===== src/rtl/conv3x3_stream.sv =====
// Streaming 3x3 convolution over a raster pixel stream; result appears two enabled edges after the accept that completes its window.
// A stalled output (out_valid & !out_ready) freezes the whole pipeline and drops in_ready in the same cycle.
module conv3x3_stream #(
  parameter int PIX_W  = 8,
  parameter int COEF_W = 8,
  parameter int IMG_W  = 100,
  parameter int IMG_H  = 100,
  parameter int OUT_W  = 16,
  parameter int SHIFT  = 0,
  parameter int RELU   = 0
) (
  input  logic                  clk,
  input  logic                  rst,
  input  logic                  in_valid,
  output logic                  in_ready,
  input  logic [PIX_W-1:0]      in_data,
  input  logic [9*COEF_W-1:0]   coef,
  output logic                  out_valid,
  input  logic                  out_ready,
  output logic [OUT_W-1:0]      out_data,
  output logic                  out_last
);
  localparam int ACC_W  = PIX_W + COEF_W + 5;
  localparam int PROD_W = PIX_W + 1 + COEF_W;
  localparam int CMP_W  = ((ACC_W > OUT_W) ? ACC_W : OUT_W) + 2;
  localparam int COL_W  = $clog2(IMG_W);
  localparam int ROW_W  = $clog2(IMG_H);
  localparam logic signed [ACC_W-1:0] RND =
    ACC_W'((SHIFT > 0) ? (64'd1 << ((SHIFT > 0) ? SHIFT - 1 : 0)) : 64'd0);
  localparam logic signed [CMP_W-1:0] UMAX = {{(CMP_W-OUT_W){1'b0}}, {OUT_W{1'b1}}};
  localparam logic signed [CMP_W-1:0] SMAX = {{(CMP_W-OUT_W+1){1'b0}}, {(OUT_W-1){1'b1}}};
  localparam logic signed [CMP_W-1:0] SMIN = {{(CMP_W-OUT_W+1){1'b1}}, {(OUT_W-1){1'b0}}};

  logic [COL_W-1:0]          col_q, col_d;
  logic [ROW_W-1:0]          row_q, row_d;
  logic [9*COEF_W-1:0]       coef_q, coef_d;
  logic [PIX_W-1:0]          lb0_q [IMG_W];
  logic [PIX_W-1:0]          lb1_q [IMG_W];
  logic [PIX_W-1:0]          win_q [3][3];
  logic [PIX_W-1:0]          win_d [3][3];
  logic                      v1_q, v1_d, last1_q, last1_d;
  logic signed [PROD_W-1:0]  prod_q [9];
  logic signed [PROD_W-1:0]  prod_d [9];
  logic                      v2_q, v2_d, last2_q, last2_d;
  logic                      out_valid_q, out_valid_d, out_last_q, out_last_d;
  logic [OUT_W-1:0]          out_data_q, out_data_d;
  logic                      en, accept;
  logic signed [ACC_W-1:0]   acc, shifted;
  logic signed [CMP_W-1:0]   sx;
  logic [OUT_W-1:0]          res;

  assign en        = !out_valid_q || out_ready;
  assign in_ready  = en && !rst;
  assign accept    = in_valid && in_ready;
  assign out_valid = out_valid_q;
  assign out_data  = out_data_q;
  assign out_last  = out_last_q;

  // Sum, round-half-up, arithmetic shift, then clamp in a width that cannot overflow.
  always_comb begin
    acc = '0;
    for (int k = 0; k < 9; k++) acc = acc + ACC_W'(prod_q[k]);
    shifted = (acc + RND) >>> SHIFT;
    sx = CMP_W'(shifted);
    res = sx[OUT_W-1:0];
    if (RELU != 0) begin
      if (sx < 0) res = '0;
      else if (sx > UMAX) res = UMAX[OUT_W-1:0];
    end else begin
      if (sx > SMAX) res = SMAX[OUT_W-1:0];
      else if (sx < SMIN) res = SMIN[OUT_W-1:0];
    end
  end

  always_comb begin
    col_d       = col_q;
    row_d       = row_q;
    coef_d      = coef_q;
    win_d       = win_q;
    v1_d        = v1_q;
    last1_d     = last1_q;
    prod_d      = prod_q;
    v2_d        = v2_q;
    last2_d     = last2_q;
    out_valid_d = out_valid_q;
    out_last_d  = out_last_q;
    out_data_d  = out_data_q;
    if (accept) begin
      if (col_q == COL_W'(IMG_W - 1)) begin
        col_d = '0;
        row_d = (row_q == ROW_W'(IMG_H - 1)) ? '0 : row_q + ROW_W'(1);
      end else begin
        col_d = col_q + COL_W'(1);
      end
      if (col_q == '0 && row_q == '0) coef_d = coef;
      for (int i = 0; i < 3; i++) begin
        win_d[i][0] = win_q[i][1];
        win_d[i][1] = win_q[i][2];
      end
      win_d[0][2] = lb0_q[col_q];
      win_d[1][2] = lb1_q[col_q];
      win_d[2][2] = in_data;
    end
    if (en) begin
      // Edges of the image never form a window, so no wrap-around outputs exist.
      v1_d    = accept && row_q >= ROW_W'(2) && col_q >= COL_W'(2);
      last1_d = accept && row_q == ROW_W'(IMG_H - 1) && col_q == COL_W'(IMG_W - 1);
      for (int k = 0; k < 9; k++)
        prod_d[k] = PROD_W'($signed({1'b0, win_q[k/3][k%3]}))
                  * PROD_W'($signed(coef_q[k*COEF_W +: COEF_W]));
      v2_d        = v1_q;
      last2_d     = last1_q;
      out_valid_d = v2_q;
      out_last_d  = last2_q;
      if (v2_q) out_data_d = res;
    end
  end

  always_ff @(posedge clk) begin
    if (rst) begin
      col_q       <= '0;
      row_q       <= '0;
      coef_q      <= '0;
      win_q       <= '{default: '0};
      v1_q        <= 1'b0;
      last1_q     <= 1'b0;
      prod_q      <= '{default: '0};
      v2_q        <= 1'b0;
      last2_q     <= 1'b0;
      out_valid_q <= 1'b0;
      out_last_q  <= 1'b0;
      out_data_q  <= '0;
    end else begin
      col_q       <= col_d;
      row_q       <= row_d;
      coef_q      <= coef_d;
      win_q       <= win_d;
      v1_q        <= v1_d;
      last1_q     <= last1_d;
      prod_q      <= prod_d;
      v2_q        <= v2_d;
      last2_q     <= last2_d;
      out_valid_q <= out_valid_d;
      out_last_q  <= out_last_d;
      out_data_q  <= out_data_d;
    end
  end

  // Line buffers hold no reset: rows 0-1 of each frame never reach the output.
  always_ff @(posedge clk) begin
    if (accept) begin
      lb0_q[col_q] <= lb1_q[col_q];
      lb1_q[col_q] <= in_data;
    end
  end
endmodule


===== config.mk =====
export PLATFORM = sky130hd
export DESIGN_NAME = conv3x3_stream
export DESIGN_NICKNAME = d
export VERILOG_FILES = /design/src/rtl/conv3x3_stream.sv
export SDC_FILE = /design/constraint.sdc
export NUM_CORES = 2
export LEC_CHECK = 0
export CORE_ASPECT_RATIO = 0.75
export CORE_MARGIN = 4
export CORE_UTILIZATION = 40
export DETAILED_ROUTE_END_ITERATION = 10
export SYNTH_ARGS = -nofsm -noshare
export SYNTH_HDL_FRONTEND = slang
export SYNTH_SLANG_ARGS = --single-unit
export TNS_END_PERCENT = 30

===== constraint.sdc =====
create_clock -name clk -period 4.9 [get_ports clk]
set_clock_uncertainty 0.1 [all_clocks]
set_input_delay 0.49 -clock clk [delete_from_list [all_inputs] [get_ports clk]]
set_output_delay 0.49 -clock clk [all_outputs]
set_load 0.005 [all_outputs]

==> Word-level counts from Yosys, hierarchy flattened <==
Memories as Yosys holds them, arrays and structs flattened. A register that Yosys moved wholly into a read port is not among the register bits.
Cells that the tools add are included.
{ "classes": {"add_sub_neg": 10, "n_eq_ne": 2, "n_mul": 9, "order_cmp": 4, "n_mux": 8, "n_reduce_logical": 15} }
{ "op_table": {"columns": ["op", "n"], "rows": [
  ["multiplier 9 x 8 -> 17 bit", 9],
  ["adder 21 x 17 -> 21 bit", 4],
  ["2-to-1 mux 16 bit", 2],
  ["2-to-1 mux 7 bit", 4],
  ["adder 20 x 17 -> 21 bit", 1],
  ["> comparator 21 x 16 -> 1 bit (second input constant)", 1],
  ["< comparator 21 x 16 -> 1 bit (second input constant)", 1],
  ["adder 19 x 17 -> 20 bit", 1],
  ["adder 18 x 17 -> 19 bit", 1],
  ["adder 17 x 17 -> 18 bit", 1],
  ["adder 7 x 1 -> 7 bit (second input constant)", 2],
  ["== test 7 bit (second input constant)", 2],
  ["greater-or-equal comparator 7 x 2 -> 1 bit (second input constant)", 2],
  ["zero test 7 bit", 2],
  ["logical AND 1 bit", 7],
  ["AND reduction 2 bit", 3],
  ["zero test 1 bit", 2],
  ["2-to-1 mux 1 bit", 2],
  ["logical OR 1 bit", 1]
]} }
{ "totals": {"ram_bits": 1600, "reg_bits": 325, "memories": 2, "wordCells": 77, "input_bits": 84, "out_inout_bits": 19} }
{ "memory_table": {"columns": ["memory", "depth", "word_bits", "rd", "rd_clocked_by_memory_dff", "write_ports", "line_no", "source"], "rows": [
  ["lb0_q", 100, 8, 1, 1, 1, "37", "logic [PIX_W-1:0] lb0_q [IMG_W];"],
  ["lb1_q", 100, 8, 1, 1, 1, "38", "logic [PIX_W-1:0] lb1_q [IMG_W];"]
]} }

==> Logic depth before layout (Yosys ltp) <==
{ "logic_depth": {"depth_word": 11, "mapped_depth": 19, "depth_no_buf": 18} }

==> Least setup slack after synthesis <==
Ideal clock, no wire load.
{ "synth_timing": {"kind": "flip-flop to flip-flop", "from": "register prod_q[2] (netlist bit)", "to": "register out_data_q[2], in the netlist out_data[2]", "t_required_ns": 4.714, "path_stages_with_launch": 20, "setup_time_ns": 0.086, "arrival_ns": 5.058, "n_path_buf": 1, "period_less_slack_ns": 5.243, "path_slack_ns": -0.343, "path_cell_list": "dfxtp_1 inv_1 fa_1 inv_1 fa_1 fa_1 inv_1 fa_1 inv_1 ha_1 fa_1 a211oi_1 o21ai_1 a311oi_1 o21ai_0 xnor2_1 o41ai_4 buf_2 nand2_1 a211oi_1"} }
{ "synth_between": {"elab_chain_cells": 4, "word_cells_on_any_way": 5, "classes_between": "add/sub (1); order compare (2); mux (2)"} }
{ "synth_lines": {"columns": ["element", "line_no", "source"], "rows": [
  ["start, declared", "42", "logic signed [PROD_W-1:0] prod_q [9];"],
  ["start signal, assigned", "140", "prod_q <= prod_d;"],
  ["adder 21 x 17 -> 21 bit *", "62", "for (int k = 0; k < 9; k++) acc = acc + ACC_W'(prod_q[k]);"],
  ["< comparator 21 x 16 -> 1 bit", "71", "else if (sx < SMIN) res = SMIN[OUT_W-1:0];"],
  ["2-to-1 mux 16 bit", "71", null],
  ["2-to-1 mux 16 bit *", "70", "if (sx > SMAX) res = SMAX[OUT_W-1:0];"],
  ["end signal, assigned", "145", "out_data_q <= out_data_d;"],
  ["end, declared", "46", "logic [OUT_W-1:0] out_data_q, out_data_d;"]
]} }
Mark *: on every way between the ends. The rest lies on a longest branch, timed or not.
A chain may end at the register's enable or synchronous reset.

==> Final worst setup path <==
{ "layout_timing": {"from": "register prod_q[2] (netlist bit)", "to": "register out_data_q[14], in the netlist out_data[14]"} }
Same word-level chain as after synthesis.

==> impl_metrics.py <==
metrics = {
    "worst_setup_path": {
        "cp_data_arrival_time_ns": 5.79,
        "cp_data_required_time_ns": 5.51,
        "cp_max_fo": 3,
        "endpoint_kind": "register",
        "cp-start-kind": "register",
        "path_class": "reg2reg",
    },
    "final_layout": {
        "finalNetCount": 8390,
        "drive_gt1_frac": 0.167,
        "stdcell_count": 10700,
        "num-fill-cells": 20900,
        "syn2layout_area_growth_pct": 15.0,
    },
    "clock_network": {
        "cts_buffers": 196,
        "htree_levels": 4,
        "root_buffer": "clkbuf_16",
        "cts.sinks": 1940,
        "tritoncts": "yes",
        "cts_buffer_depth": 4,
        "insertion_delay_ns": 0.88,
        "clk_pin_slew_worst_paths_ns": 0.06,
    },
    "synth": {
        "async_flop_share": 0,
        "yosys.area_share.simple": 0.0798,
        "synth_area_um2": 95900,
        "synth-xor-area-share": 0.00840,
        "ys_ff_latch": 1940,
        "yosys_most_used_dff": "edfxtp_1",
        "ys_seq_area_frac": 0.572,
        "yosys.area.top_type_share": 0.501,
        "yosysTopAreaCell": "edfxtp_1",
        "yosysUniqueCellTypes": 69,
        "synth_edf_count": 1600,
        "synth_mux_area_frac": 0.0796,
        "synth_fa_ha_area_frac": 0.149,
        "synth_top_family_by_area": "adder cells",
        "yosys_warnings": 0,
        "synth_area_per_cell_um2": 13.6,
        "synthTopCellsByArea": "edfxtp_1, fa_1, dfxtp_1, mux4_2, ha_1",
        "postSynthCellCount": 7044,
        "synth_fp_nets": 7997,
        "synth-compound-area-share": 0.0694,
    },
    "status": {
        "violations": "setup timing",
        "status": "complete, but fails checks",
    },
    "global_route": {
        "grt_usage": 0.219,
        "grt_max_degree": 125,
        "overflow": 0,
        "grt_pass1_vias": 59600,
        "grt_pass1_wl_mm": 404,
        "antenna_found_initial": 11,
    },
    "floorplan": {
        "num_io_pins": 103,
        "die_h_um": 432,
        "initial_utilization": 0.403,
        "coreArea_um2": 238000,
        "num_rows": 155,
        "die_w_um": 573,
        "dieArea_um2": 248000,
    },
    "detailed_routing": {
        "ant_nets": 0,
        "viasPerCell": 5.56,
        "firstDrtPassIters": 7,
        "drt_wl_total_mm": 273,
        "drtIter0Drc": 6336,
        "wl_per_cell_um": 25.4,
        "vias": 59700,
        "drc": 0,
    },
    "timing": {
        "period_needed_ns": 5.18,
        "drv_slew": 0,
        "rsz0062_at_grt": "yes",
        "post-route-period-util": 1.06,
        "finalWorstSetupSlack_ns": -0.277,
        "slew_headroom": 0.0449,
        "hold_viol": 0,
        "setup_violations": 15,
        "tightest_slew_ns": 1.43,
        "clock.fmax_ghz": 0.193,
        "fin_setup_tns_ns": -3.72,
    },
    "place": {
        "portBuffers": 102,
        "hpwl_mm": 183,
        "gp_congestion": 0.913,
        "placed_cells": 10400,
    },
    "min_path": {
        "hold_class": "in2reg",
    },
    "power_and_ir_drop": {
        "leakage_nw": 40.5,
        "vdd_ir_drop_max_uv": 327,
        "power_density_nw_per_um2": 343,
    },
    "job": {
        "max_cap_viol_count": 0,
    },
}
[path summary, 6_finish.rpt]
kind / slack [ns] / depth (start not counted) / to / startpoint
max: -0.28 / 21 / out_data[14] / prod_q[2]
min: 0.06 / 1 / lb1_q[54][5] / in_data[5]
max reg2reg: -0.28 / 21 / out_data[14] / prod_q[2]
min reg2reg: 0.35 / 2 / prod_q[18] / prod_q[18]
[cells by family (layout without fill, tap and decap cells)]
kind of cell / Yosys count / after routing
flops: 1940 / 1940
simple gates: 1674 / 1674
buf+inv: 1033 / 1579
compound gates: 1030 / 1031
fa+ha+maj: 869 / 869
mux: 406 / 406
xor+xnor: 92 / 92
other cells: 0 / 7
[metal layers]
metal | vias up | wire length (µm) | track usage
li1 | 26100 | - | -
met1 | 30800 | 121000 | 0.324
met2 | 2449 | 117000 | 0.320
met3 | 413 | 26900 | 0.0528
met4 | 0 | 8200 | 0.0596
met5 | - | 0 | 0
[through the flow]
stage,cell area (µm²),utilization,total power [mW],setup WS (ns),hold slack (ns)
final,110000,0.463,37.8,-0.277,0.0579
after global placement,103000,0.434,22.5,-0.356,0.341
after floorplan,96000,-,20.8,0.0217,0.325
after global routing,110000,0.463,39.1,-0.450,0.0526
after detailed placement,103000,0.434,22.6,-0.509,0.345
after CTS,110000,0.462,38.0,-0.245,0.0184
[timing repair]
item	CTS	global route
buffers inserted	4	1
setup endpoints to repair	19	65
pin swaps	25	18
gates resized for setup	47	101
hold buffers	2	0
hold endpoints to repair	56	0
cloned	2	0
[layout make-up]
type / count / area, µm² / area share
Inverter: 666 / 2500 / 0.0227
Tap cell: 3140 / 3930 / 0.0356
Antenna cell: 7 / 17.5 / 0.000159
Clock inverter: 117 / 1330 / 0.0121
Clock buffer: 235 / 5120 / 0.0465
Multi-Input combinational cell: 4072 / 37600 / 0.341
Timing Repair Buffer: 561 / 4820 / 0.0437
Sequential cell: 1940 / 55000 / 0.498
[state kept, by name (all words and copies together), names as in the netlist, 7 cells and up, named ones only]
signal / cells
lb1_q: 800
lb0_q: 800
row_q: 7
coef_q: 72
out_data: 16
win_q: 72
prod_q: 153
col_q: 7
[synthesized netlist by cell type (6+ instances only)]
| master | count |
|---|---|
| dfxtp_1 | 340 |
| o211ai_1 | 26 |
| a2111oi_0 | 7 |
| a21boi_0 | 18 |
| o22ai_1 | 12 |
| a21o_1 | 22 |
| nand3_1 | 60 |
| o31ai_1 | 9 |
| and2_1 | 303 |
| o21a_1 | 18 |
| a21oi_1 | 321 |
| xnor2_1 | 55 |
| and3_1 | 13 |
| a221o_1 | 6 |
| clkbuf_1 | 274 |
| mux2i_1 | 53 |
| o2111ai_1 | 6 |
| a211oi_1 | 37 |
| edfxtp_1 | 1600 |
| or3_1 | 37 |
| nand2_1 | 835 |
| nor2b_1 | 22 |
| nor3b_1 | 6 |
| inv_1 | 664 |
| o21ai_0 | 200 |
| buf_1 | 30 |
| nor3_1 | 53 |
| buf_4 | 12 |
| ha_1 | 414 |
| a22oi_1 | 116 |
| mux4_2 | 278 |
| mux2_2 | 75 |
| o21bai_1 | 8 |
| nand4_1 | 12 |
| a41oi_1 | 8 |
| nor2_1 | 252 |
| a221oi_1 | 94 |
| a31oi_1 | 36 |
| fa_1 | 455 |
| a22o_1 | 44 |
| buf_2 | 48 |
| xor2_1 | 37 |
| nand2b_1 | 57 |
[where the power goes]
group / switching, mW / leakage, nW / internal [mW] / total, mW
Clock: 6.52 / 3.13 / 8.84 / 15.4
Sequential: 0.225 / 17.2 / 18.1 / 18.4
Combinational: 2.52 / 20.2 / 1.55 / 4.07
Total: 9.26 / 40.5 / 28.5 / 37.8
[worst max-delay path, stage by stage (launching register included)]
cell	delay, ns
dfxtp_2	0.33
inv_2	0.04
fa_1	0.53
inv_1	0.05
fa_1	0.46
fa_1	0.49
inv_1	0.05
fa_1	0.49
inv_2	0.05
ha_4	0.17
fa_2	0.36
a211oi_2	0.19
buf_4	0.18
o21ai_4	0.07
a311oi_2	0.30
o21ai_2	0.13
xnor2_2	0.17
o41ai_4	0.34
buf_6	0.19
buf_4	0.12
o311ai_2	0.09
a211oi_1	0.20
[cell usage in the layout (no fill, tap or decap), types with 27 or more instances in the layout]
| cell | count |
|---|---|
| clkdlybuf4s50_1 | 93 |
| clkinv_2 | 31 |
| inv_1 | 660 |
| fa_1 | 454 |
| o21ai_0 | 183 |
| mux4_2 | 278 |
| nor3_1 | 48 |
| clkbuf_16 | 197 |
| nor2_1 | 244 |
| xnor2_1 | 54 |
| xor2_1 | 37 |
| a22o_1 | 44 |
| nand2b_1 | 56 |
| mux2i_1 | 53 |
| nand3_1 | 58 |
| a22oi_1 | 116 |
| and2_1 | 301 |
| a21oi_1 | 317 |
| buf_12 | 27 |
| a221oi_1 | 94 |
| ha_1 | 409 |
| clkbuf_1 | 33 |
| clkinv_1 | 36 |
| a31oi_1 | 36 |
| dfxtp_2 | 48 |
| nand2_1 | 822 |
| or3_1 | 37 |
| mux2_2 | 67 |
| dfxtp_1 | 282 |
| buf_4 | 436 |
| edfxtp_1 | 1600 |
(Power assumes the default switching activity.)
